**src/rtl/sd_spi_responder.sv**
```systemverilog
// rtl/sd_spi_responder.sv - SD-card SPI-mode card-side responder (CMD0/CMD1/CMD17)
module sd_spi_responder #(
    parameter int NCR_BYTES = 1,
    parameter int NAC_BYTES = 2,
    parameter int INIT_CNT  = 2,
    parameter int BLK_LEN   = 512,
    parameter int ADDR_W    = 32
) (
    input  logic              CLK,
    input  logic              RST_N,
    input  logic              CS,
    input  logic              SD_CLK,
    input  logic              DI,
    output logic              DO,
    output logic              MEM_RD,
    output logic [ADDR_W-1:0] MEM_ADDR,
    input  logic [7:0]        MEM_DATA,
    output logic              CMD_VALID,
    output logic [5:0]        CMD_IDX,
    output logic [31:0]       CMD_ARG
);
    typedef enum logic [2:0] {
        S_IDLE, S_CMD, S_NCR, S_R1, S_NAC, S_TOKEN, S_DATA, S_CRC
    } state_t;

    localparam logic [15:0] NCR_LAST = 16'(NCR_BYTES - 1);
    localparam logic [15:0] NAC_LAST = 16'(NAC_BYTES - 1);
    localparam logic [15:0] BLK_LAST = 16'(BLK_LEN - 1);
    localparam logic [7:0]  INIT_MAX = 8'(INIT_CNT);

    state_t      state, next_state;
    logic [1:0]  sclk_sync, di_sync;
    logic        sclk_prev;
    // Holds frame bits 45..1 once the 47th bit is in; the end bit is never stored.
    logic [44:0] rx_sr;
    logic [5:0]  rx_cnt;
    logic [2:0]  tx_bit;
    logic [6:0]  tx_sr;
    logic [15:0] byte_cnt;
    logic [7:0]  r1_q, data_buf, init_cnt;
    logic        read_q, idle_flag, rd_d;

    logic        sclk_rise, sclk_fall, di_bit;
    logic        start_seen, frame_done, tx_state, byte_end, last_byte, fetch;
    logic [7:0]  tx_byte;
    logic [15:0] fetch_idx;
    logic [7:0]  r1_new, init_new;
    logic        idle_new, read_new;

    assign sclk_rise  = sclk_sync[1] & ~sclk_prev;
    assign sclk_fall  = ~sclk_sync[1] & sclk_prev;
    assign di_bit     = di_sync[1];
    assign start_seen = (state == S_IDLE) && sclk_rise && !rx_sr[0] && di_bit;
    assign frame_done = (state == S_CMD) && sclk_rise && (rx_cnt == 6'd47);
    assign tx_state   = (state != S_IDLE) && (state != S_CMD);
    assign byte_end   = tx_state && sclk_fall && (tx_bit == 3'd7);

    always_comb begin
        case (state)
            S_NCR:   last_byte = (byte_cnt == NCR_LAST);
            S_NAC:   last_byte = (byte_cnt == NAC_LAST);
            S_DATA:  last_byte = (byte_cnt == BLK_LAST);
            S_CRC:   last_byte = (byte_cnt == 16'd1);
            default: last_byte = 1'b1;
        endcase
    end

    always_ff @(posedge CLK or negedge RST_N) begin
        if (!RST_N) state <= S_IDLE;
        else        state <= next_state;
    end

    always_comb begin
        next_state = state;
        if (CS) begin
            next_state = S_IDLE;
        end else begin
            case (state)
                S_IDLE:  if (start_seen) next_state = S_CMD;
                S_CMD:   if (frame_done) next_state = S_NCR;
                S_NCR:   if (byte_end && last_byte) next_state = S_R1;
                S_R1:    if (byte_end) next_state = (read_q && r1_q == 8'h00) ? S_NAC : S_IDLE;
                S_NAC:   if (byte_end && last_byte) next_state = S_TOKEN;
                S_TOKEN: if (byte_end) next_state = S_DATA;
                S_DATA:  if (byte_end && last_byte) next_state = S_CRC;
                S_CRC:   if (byte_end && last_byte) next_state = S_IDLE;
                default: next_state = S_IDLE;
            endcase
        end
    end

    // Next data byte is prefetched while the last bit of the previous byte is on the wire.
    always_comb begin
        tx_byte = 8'hFF;
        case (state)
            S_R1:    tx_byte = r1_q;
            S_TOKEN: tx_byte = 8'hFE;
            S_DATA:  tx_byte = data_buf;
            default: tx_byte = 8'hFF;
        endcase
        fetch     = byte_end && ((state == S_TOKEN) || (state == S_DATA && !last_byte));
        fetch_idx = (state == S_TOKEN) ? 16'd0 : byte_cnt + 16'd1;
    end

    always_comb begin
        r1_new   = {7'd0, idle_flag} | 8'h04;
        idle_new = idle_flag;
        init_new = init_cnt;
        read_new = 1'b0;
        case (rx_sr[44:39])
            6'd0: begin
                if (rx_sr[6:0] == 7'h4A) begin
                    idle_new = 1'b1;
                    init_new = 8'd0;
                    r1_new   = 8'h01;
                end else begin
                    r1_new   = 8'h09;
                end
            end
            6'd1: begin
                if (idle_flag && init_cnt < INIT_MAX) begin
                    init_new = init_cnt + 8'd1;
                    r1_new   = 8'h01;
                end else begin
                    idle_new = 1'b0;
                    r1_new   = 8'h00;
                end
            end
            6'd17: begin
                if (idle_flag) begin
                    r1_new   = 8'h05;
                end else begin
                    r1_new   = 8'h00;
                    read_new = 1'b1;
                end
            end
            default: ;
        endcase
    end

    always_ff @(posedge CLK or negedge RST_N) begin
        if (!RST_N) begin
            sclk_sync <= 2'b00;
            di_sync   <= 2'b11;
            sclk_prev <= 1'b0;
            rx_sr     <= '1;
            rx_cnt    <= 6'd0;
            tx_bit    <= 3'd0;
            tx_sr     <= 7'h7F;
            byte_cnt  <= 16'd0;
            r1_q      <= 8'hFF;
            read_q    <= 1'b0;
            data_buf  <= 8'h00;
            rd_d      <= 1'b0;
            idle_flag <= 1'b1;
            init_cnt  <= 8'd0;
            DO        <= 1'b1;
            MEM_RD    <= 1'b0;
            MEM_ADDR  <= '0;
            CMD_VALID <= 1'b0;
            CMD_IDX   <= 6'd0;
            CMD_ARG   <= 32'd0;
        end else begin
            sclk_sync <= {sclk_sync[0], SD_CLK};
            di_sync   <= {di_sync[0], DI};
            sclk_prev <= sclk_sync[1];
            CMD_VALID <= 1'b0;
            MEM_RD    <= 1'b0;
            rd_d      <= MEM_RD;
            if (rd_d) data_buf <= MEM_DATA;

            if (CS) begin
                DO       <= 1'b1;
                rx_sr    <= '1;
                rx_cnt   <= 6'd0;
                tx_bit   <= 3'd0;
                byte_cnt <= 16'd0;
            end else if (tx_state) begin
                rx_sr <= '1;
                if (sclk_fall) begin
                    tx_bit <= tx_bit + 3'd1;
                    if (tx_bit == 3'd0) begin
                        DO    <= tx_byte[7];
                        tx_sr <= tx_byte[6:0];
                    end else begin
                        DO    <= tx_sr[6];
                        tx_sr <= {tx_sr[5:0], 1'b1};
                    end
                end
                if (byte_end) byte_cnt <= last_byte ? 16'd0 : byte_cnt + 16'd1;
                if (fetch) begin
                    MEM_RD   <= 1'b1;
                    MEM_ADDR <= ADDR_W'(CMD_ARG) + ADDR_W'(fetch_idx);
                end
            end else begin
                if (sclk_fall) DO <= 1'b1;
                if (sclk_rise) begin
                    rx_sr  <= {rx_sr[43:0], di_bit};
                    rx_cnt <= (state == S_CMD) ? rx_cnt + 6'd1 : (start_seen ? 6'd2 : 6'd0);
                end
                if (frame_done) begin
                    CMD_VALID <= 1'b1;
                    CMD_IDX   <= rx_sr[44:39];
                    CMD_ARG   <= rx_sr[38:7];
                    r1_q      <= r1_new;
                    read_q    <= read_new;
                    idle_flag <= idle_new;
                    init_cnt  <= init_new;
                    tx_bit    <= 3'd0;
                    byte_cnt  <= 16'd0;
                end
            end
        end
    end
endmodule
```
**config.mk**
```make
export PLATFORM = sky130hd
export DESIGN_NAME = sd_spi_responder
export DESIGN_NICKNAME = d
export VERILOG_FILES = /design/src/rtl/sd_spi_responder.sv
export SDC_FILE = /design/constraint.sdc
export NUM_CORES = 1
export LEC_CHECK = 0
export BUFFER_PORTS_ARGS = -buffer_cell sky130_fd_sc_hd__buf_4
export CAP_MARGIN = 10
export CORE_MARGIN = 5
export CORE_UTILIZATION = 55
export CTS_CLUSTER_SIZE = 30
export DETAILED_ROUTE_END_ITERATION = 12
export GPL_TIMING_DRIVEN = 0
export MAX_ROUTING_LAYER = met4
export PLACE_DENSITY = 0.75
export SETUP_SLACK_MARGIN = 0.1
export SYNTH_ARGS = -nofsm -noshare
export SYNTH_HDL_FRONTEND = slang
export SYNTH_SLANG_ARGS = --single-unit
```
**constraint.sdc**
```tcl
create_clock -name CLK -period 7.2 [get_ports CLK]
set_input_delay 1.44 -clock CLK [delete_from_list [all_inputs] [get_ports CLK]]
set_output_delay 1.44 -clock CLK [all_outputs]
set_load 0.05 [all_outputs]
```
# Yosys cells after proc, flatten, opt, wreduce, memory -nomap -nowiden

Index checks and enable logic that the tools add are counted.

Register bits after elaboration: 185
Memory bits (writable): 0
Latch bits: 0
Input port bits: 13
Memories kept: 0
Word-level logic and storage cells: 154
Output and inout bits: 73
Memory bits (read-only): 0

Order comparisons: 1
Multipliers: 0
Reduce and logical (&&, ||, !) cells: 37
Shifts and indexed selects: 0
Div/mod/pow operators: 0
Bitwise operators: 6
Add/subtract/negate cells: 5
Multiplexer cells: 55
Equal/unequal tests: 29

Operators with widths:

| operator                | number |
|---|---|
| $mux W45                | 3 |
| $mux W16                | 6 |
| $mux W3                 | 15 |
| $add A32 B16 Y32        | 1 |
| $ne A3 B3 Y1 const B    | 9 |
| $mux W6                 | 4 |
| $pmux W3 S8             | 1 |
| $pmux W8 S3             | 1 |
| $add A16 B1 Y16 const B | 1 |
| $eq A16 B1 Y1 const B   | 1 |
| $eq A16 B9 Y1 const B   | 1 |
| $logic_not A16 Y1       | 1 |
| $mux W1                 | 16 |
| $mux W8                 | 2 |
| $pmux W8 S2             | 1 |
| $eq A3 B3 Y1 const B    | 5 |
| $logic_and A1 B1 Y1     | 13 |
| $pmux W4 S3             | 1 |
| $reduce_and A6 Y1       | 2 |
| $reduce_and A3 Y1       | 3 |
| $reduce_bool A3 Y1      | 3 |
| $add A8 B1 Y8 const B   | 1 |
| $logic_not A8 Y1        | 1 |
| $lt A8 B2 Y1 const B    | 1 |
| 26 further kinds        | 40 |

# Depth between registers and ports, before layout

Word-level depth: 10
Depth in mapped cells: 14
Mapped depth without buffers: 14

# Worst setup path after synthesis

Ideal clock, no wire load.

Path kind: flip-flop to flip-flop
Start: register byte_cnt[2]
End: register MEM_ADDR[26]
Arrival time: 3.417 ns
Stages on the path, launching flop included: 14
Path buffers: 1
Path slack: 3.713 ns
Required time: 7.130 ns
Clock period less this slack: 3.487 ns
Library setup time: 0.070 ns
Cell sequence: dfrtp_1 clkbuf_1 nand4_1 nor3_1 and3_1 xnor2_1 nor2_1 ha_1 and2_1 a22o_1 a31oi_1 a21oi_1 or4b_2 nand3_1

Longest elaborated chain between the ends: 7
Elaborated cells between the ends (all ways): 12
Classes of those cells: 2 x add/sub; 2 x eq/ne; 2 x mux; 6 x reduce/logical

Ends and longest elaborated chain:

| what                                                     | RTL line | RTL |
|---|---|---|
| start: declaration                                       | 39       | `logic [15:0] byte_cnt;` |
| start signal: assignment                                 | 190      | `if (byte_end) byte_cnt <= last_byte ? 16'd0 : byte_cnt + 16'd1;` |
| branches (longest 7 deep; another with $add A32 B16 Y32) | --       |  |
| end signal: assignment                                   | 193      | `MEM_ADDR <= ADDR_W'(CMD_ARG) + ADDR_W'(fetch_idx);` |
| end: declaration                                         | 16       | `output logic [ADDR_W-1:0] MEM_ADDR,` |

Parallel ways; which one is timed is not known.
A chain may end at the register's enable or synchronous reset.

# Final worst setup path

Start: register byte_cnt[0]
End: register MEM_ADDR[23]

Same word-level chain as after synthesis.

==> results.sh <==
export IMPL_outcome="complete, no violations"
export IMPL_synth_ff_type="dfrtp_1"
export IMPL_rsz0062_at_grt="no"
export IMPL_tritoncts="done"
export IMPL_hpwl_microns=16500
export IMPL_ys_ff_latch=181
export IMPL_start_util=0.562
export IMPL_relSlewSlack=0.320
export IMPL_wl_per_cell_microns=17.0
export IMPL_drt_initial_drc_count=648
export IMPL_worstMarginPinSlew_ps=1010
export IMPL_worstPathArrival_ps=4790
export IMPL_finalInstanceArea_sq_mm=0.0109
export IMPL_final_layout_size_suffix_gt1_frac=0.193
export IMPL_synth_cell_area_sq_mm=0.00932
export IMPL_grt_max_degree=119
export IMPL_cts_sinks=181
export IMPL_p_per_area_mw_per_mm2=195
export IMPL_grt_pass1_wl_microns=38400
export IMPL_portBuffers=85
export IMPL_maxCapViolations=0
export IMPL_hold_buffers=0
export IMPL_endpoint_kind="register"
export IMPL_synth_cell_types=65
export IMPL_fmax_mhz=225
export IMPL_ys_top_cells_by_count="nand2_1 (215), dfrtp_1 (121), nand3_1 (78)"
export IMPL_htreeDepth=4
export IMPL_crit_required_ps=7550
export IMPL_postPlaceCellArea_sq_mm=0.0103
export IMPL_synthArstFlopShare=1.00
export IMPL_syn_nets=1056
export IMPL_final_max_slew_viol_count=0
export IMPL_period_share=0.616
export IMPL_timing_critical_path_mode_cell="ha_1"
export IMPL_num_rows=47
export IMPL_vias=7808
export IMPL_clock_latency_ps=430
export IMPL_cts_clk_slew_worst_paths_ps=70
export IMPL_critPathMaxFanout=8
export IMPL_gp_congestion=0.927
export IMPL_p_total_mw=2.11
export IMPL_yosys_warnings=0
export IMPL_track_usage=0.245
export IMPL_cts_made_buffers=17
export IMPL_root_buffer="clkbuf_16"
export IMPL_slowest_stage="a211oi_1"
export IMPL_clockBufferDepth=2
export IMPL_ir_worst_vdd_uv=170
export IMPL_ios=86
export IMPL_ant_nets=0
export IMPL_synth_most_common_cell="nand2_1"
export IMPL_hold_class="register to register"
export IMPL_core_sq_mm=0.0166
export IMPL_first_pass_iters=7
export IMPL_slowest_delay_ps=730
export IMPL_synth_edf_count=0
export IMPL_areaGrowthSynthToFinish_pct=16.5
export IMPL_crit_chain="ha_1 > nand3_1 > nor3_1 > and3_1 > xnor2_1 > nor2_1 > ha_1 > nand4_1 > a211oi_1 > o31ai_1 > or4_1 > a31oi_1"
export IMPL_setup_tns_ps=0
export IMPL_vias_per_cell=5.75
export IMPL_finalSetupViolCount=0
export IMPL_synth_largest_area_cell="dfrtp_1"
export IMPL_avgSynthCellArea_sq_um=9.15
export IMPL_postCtsResizedCells=0
export IMPL_nets=1161
export IMPL_die_h_microns=140
export IMPL_post_cts_buffers=0
export IMPL_leakage_nw=5.08
export IMPL_routed_wl_microns=23000
export IMPL_start_kind="register"
export IMPL_grt_pass1_vias=7565
export IMPL_fillers=1385
export IMPL_synth_cells=1019
export IMPL_antenna_found_initial=0
export IMPL_skew_ps=7.94
export IMPL_finalHoldViolations=0
export IMPL_antenna_cells=0
export IMPL_ys_seq_area_frac=0.494
export IMPL_fp_dieArea_sq_mm=0.0196
export IMPL_grt_overflow_total=0
export IMPL_netlist_area_leader_share=0.325
export IMPL_die_w_microns=140
export IMPL_drc=0
export IMPL_period_minus_slack_ps=4440
export IMPL_crit_type="register to register"
export IMPL_yosys_top_cells_area="dfrtp_1 (32%), dfstp_2 (17%), nand2_1 (8.7%)"
==> logic make-up (layout without fill, tap and decap cells) <==
kind of cell / count (synthesis) / after routing / synth area share
xor+xnor: 25 / 25 / 0.0235
fa+ha+maj: 24 / 24 / 0.0330
buf+inv: 77 / 195 / 0.0348
mux: 25 / 25 / 0.0302
compound gates: 203 / 203 / 0.139
simple gates: 484 / 484 / 0.245
flops: 181 / 181 / 0.494
==> where the power goes <==
part / total, mW / internal [mW] / switching (mW)
Clock: 0.927 / 0.513 / 0.414
Combinational: 0.108 / 0.0360 / 0.0724
Sequential: 1.08 / 1.06 / 0.0208
==> layout by cell type (no fill, tap or decap), types with 10 or more instances in the layout <==
cell,netlist,layout
xnor2_1,18,18
o31ai_1,12,12
nor3_1,20,20
or3_1,12,12
nor2b_1,13,13
nand4_1,12,12
and2_1,12,12
dfrtp_1,121,121
a21oi_1,48,48
ha_1,23,23
dfstp_2,60,60
and3_1,17,17
buf_4,4,88
clkbuf_1,39,40
or4_1,10,10
nand2_1,215,215
mux2_2,21,21
nand2b_1,22,22
o211ai_1,12,12
clkbuf_16,0,17
a31oi_1,19,19
o21a_1,10,10
o21ai_0,47,47
nand3_1,78,78
nor2_1,52,52
inv_1,24,24
==> stage by stage <==
| step | hold slack [ps] | setup slack (ps) | utilization | std cells |
|---|---|---|---|---|
| 3_5_place_dp | 340 | 2880 | 0.620 | 1325 |
| 4_1_cts | 357 | 2860 | 0.655 | 1357 |
| 5_1_grt | 370 | 2510 | 0.655 | 1357 |
| 3_3_place_gp | 334 | 2750 | 0.617 | 1324 |
| 6_report | 354 | 2760 | 0.655 | 1357 |
| 2_1_floorplan | 331 | 3710 | - | 1019 |
==> routing by layer <==
metal  vias up  track usage  part of all wire
li1       3795            -                 -
met5         -            -                 0
met2       218        0.391              0.48
met4         0       0.0739             0.022
met1      3753        0.327              0.44
met3        42       0.0382             0.051
==> final cells by class <==
type | instances | area (sq um) | share of cell area
Clock inverter | 11 | 116 | 0.0107
Multi-Input combinational cell | 761 | 4400 | 0.405
Timing Repair Buffer | 86 | 673 | 0.0620
Tap cell | 220 | 275 | 0.0253
Clock buffer | 21 | 470 | 0.0433
Buffer | 52 | 230 | 0.0212
Sequential cell | 181 | 4600 | 0.424
Inverter | 25 | 93.8 | 0.00864
==> path summary, 6_finish.rpt <==
path,startpoint,endpoint,slack (ps),cells past startpoint
worst max-delay path,byte_cnt[0],MEM_ADDR[23],2760,12
worst min-delay path,sclk_sync[0],sclk_sync[1],350,0
worst max register to register,byte_cnt[0],MEM_ADDR[23],2760,12
worst min register to register,sclk_sync[0],sclk_sync[1],350,0
max in group asynchronous,RST_N,byte_cnt[10],5310,2
min in group asynchronous,RST_N,CMD_ARG[29],940,1
==> flip-flops by register name, summed over array words and instances (netlist names) <==
name       flops
read_q         1
rx_cnt         6
state          3
sclk_sync      2
DO             1
CMD_ARG       32
tx_bit         3
r1_q           4
CMD_VALID      1
di_sync        2
init_cnt       8
tx_sr          7
rx_sr         45
MEM_ADDR      32
rd_d           1
MEM_RD         1
data_buf       8
CMD_IDX        6
byte_cnt      16
idle_flag      1
sclk_prev      1
==> worst max-delay path, delay by kind of cell, from the launching register on <==
kind                     cells  cell delay [ps]
flip-flops                   1              490
AO/OA/AOI/OAI                3             1280
XOR/XNOR                     1              150
adder cells (fa/ha/maj)      2              700
AND/OR/NAND/NOR              6             1730
Note: power is estimated with default switching activity, not from simulation.
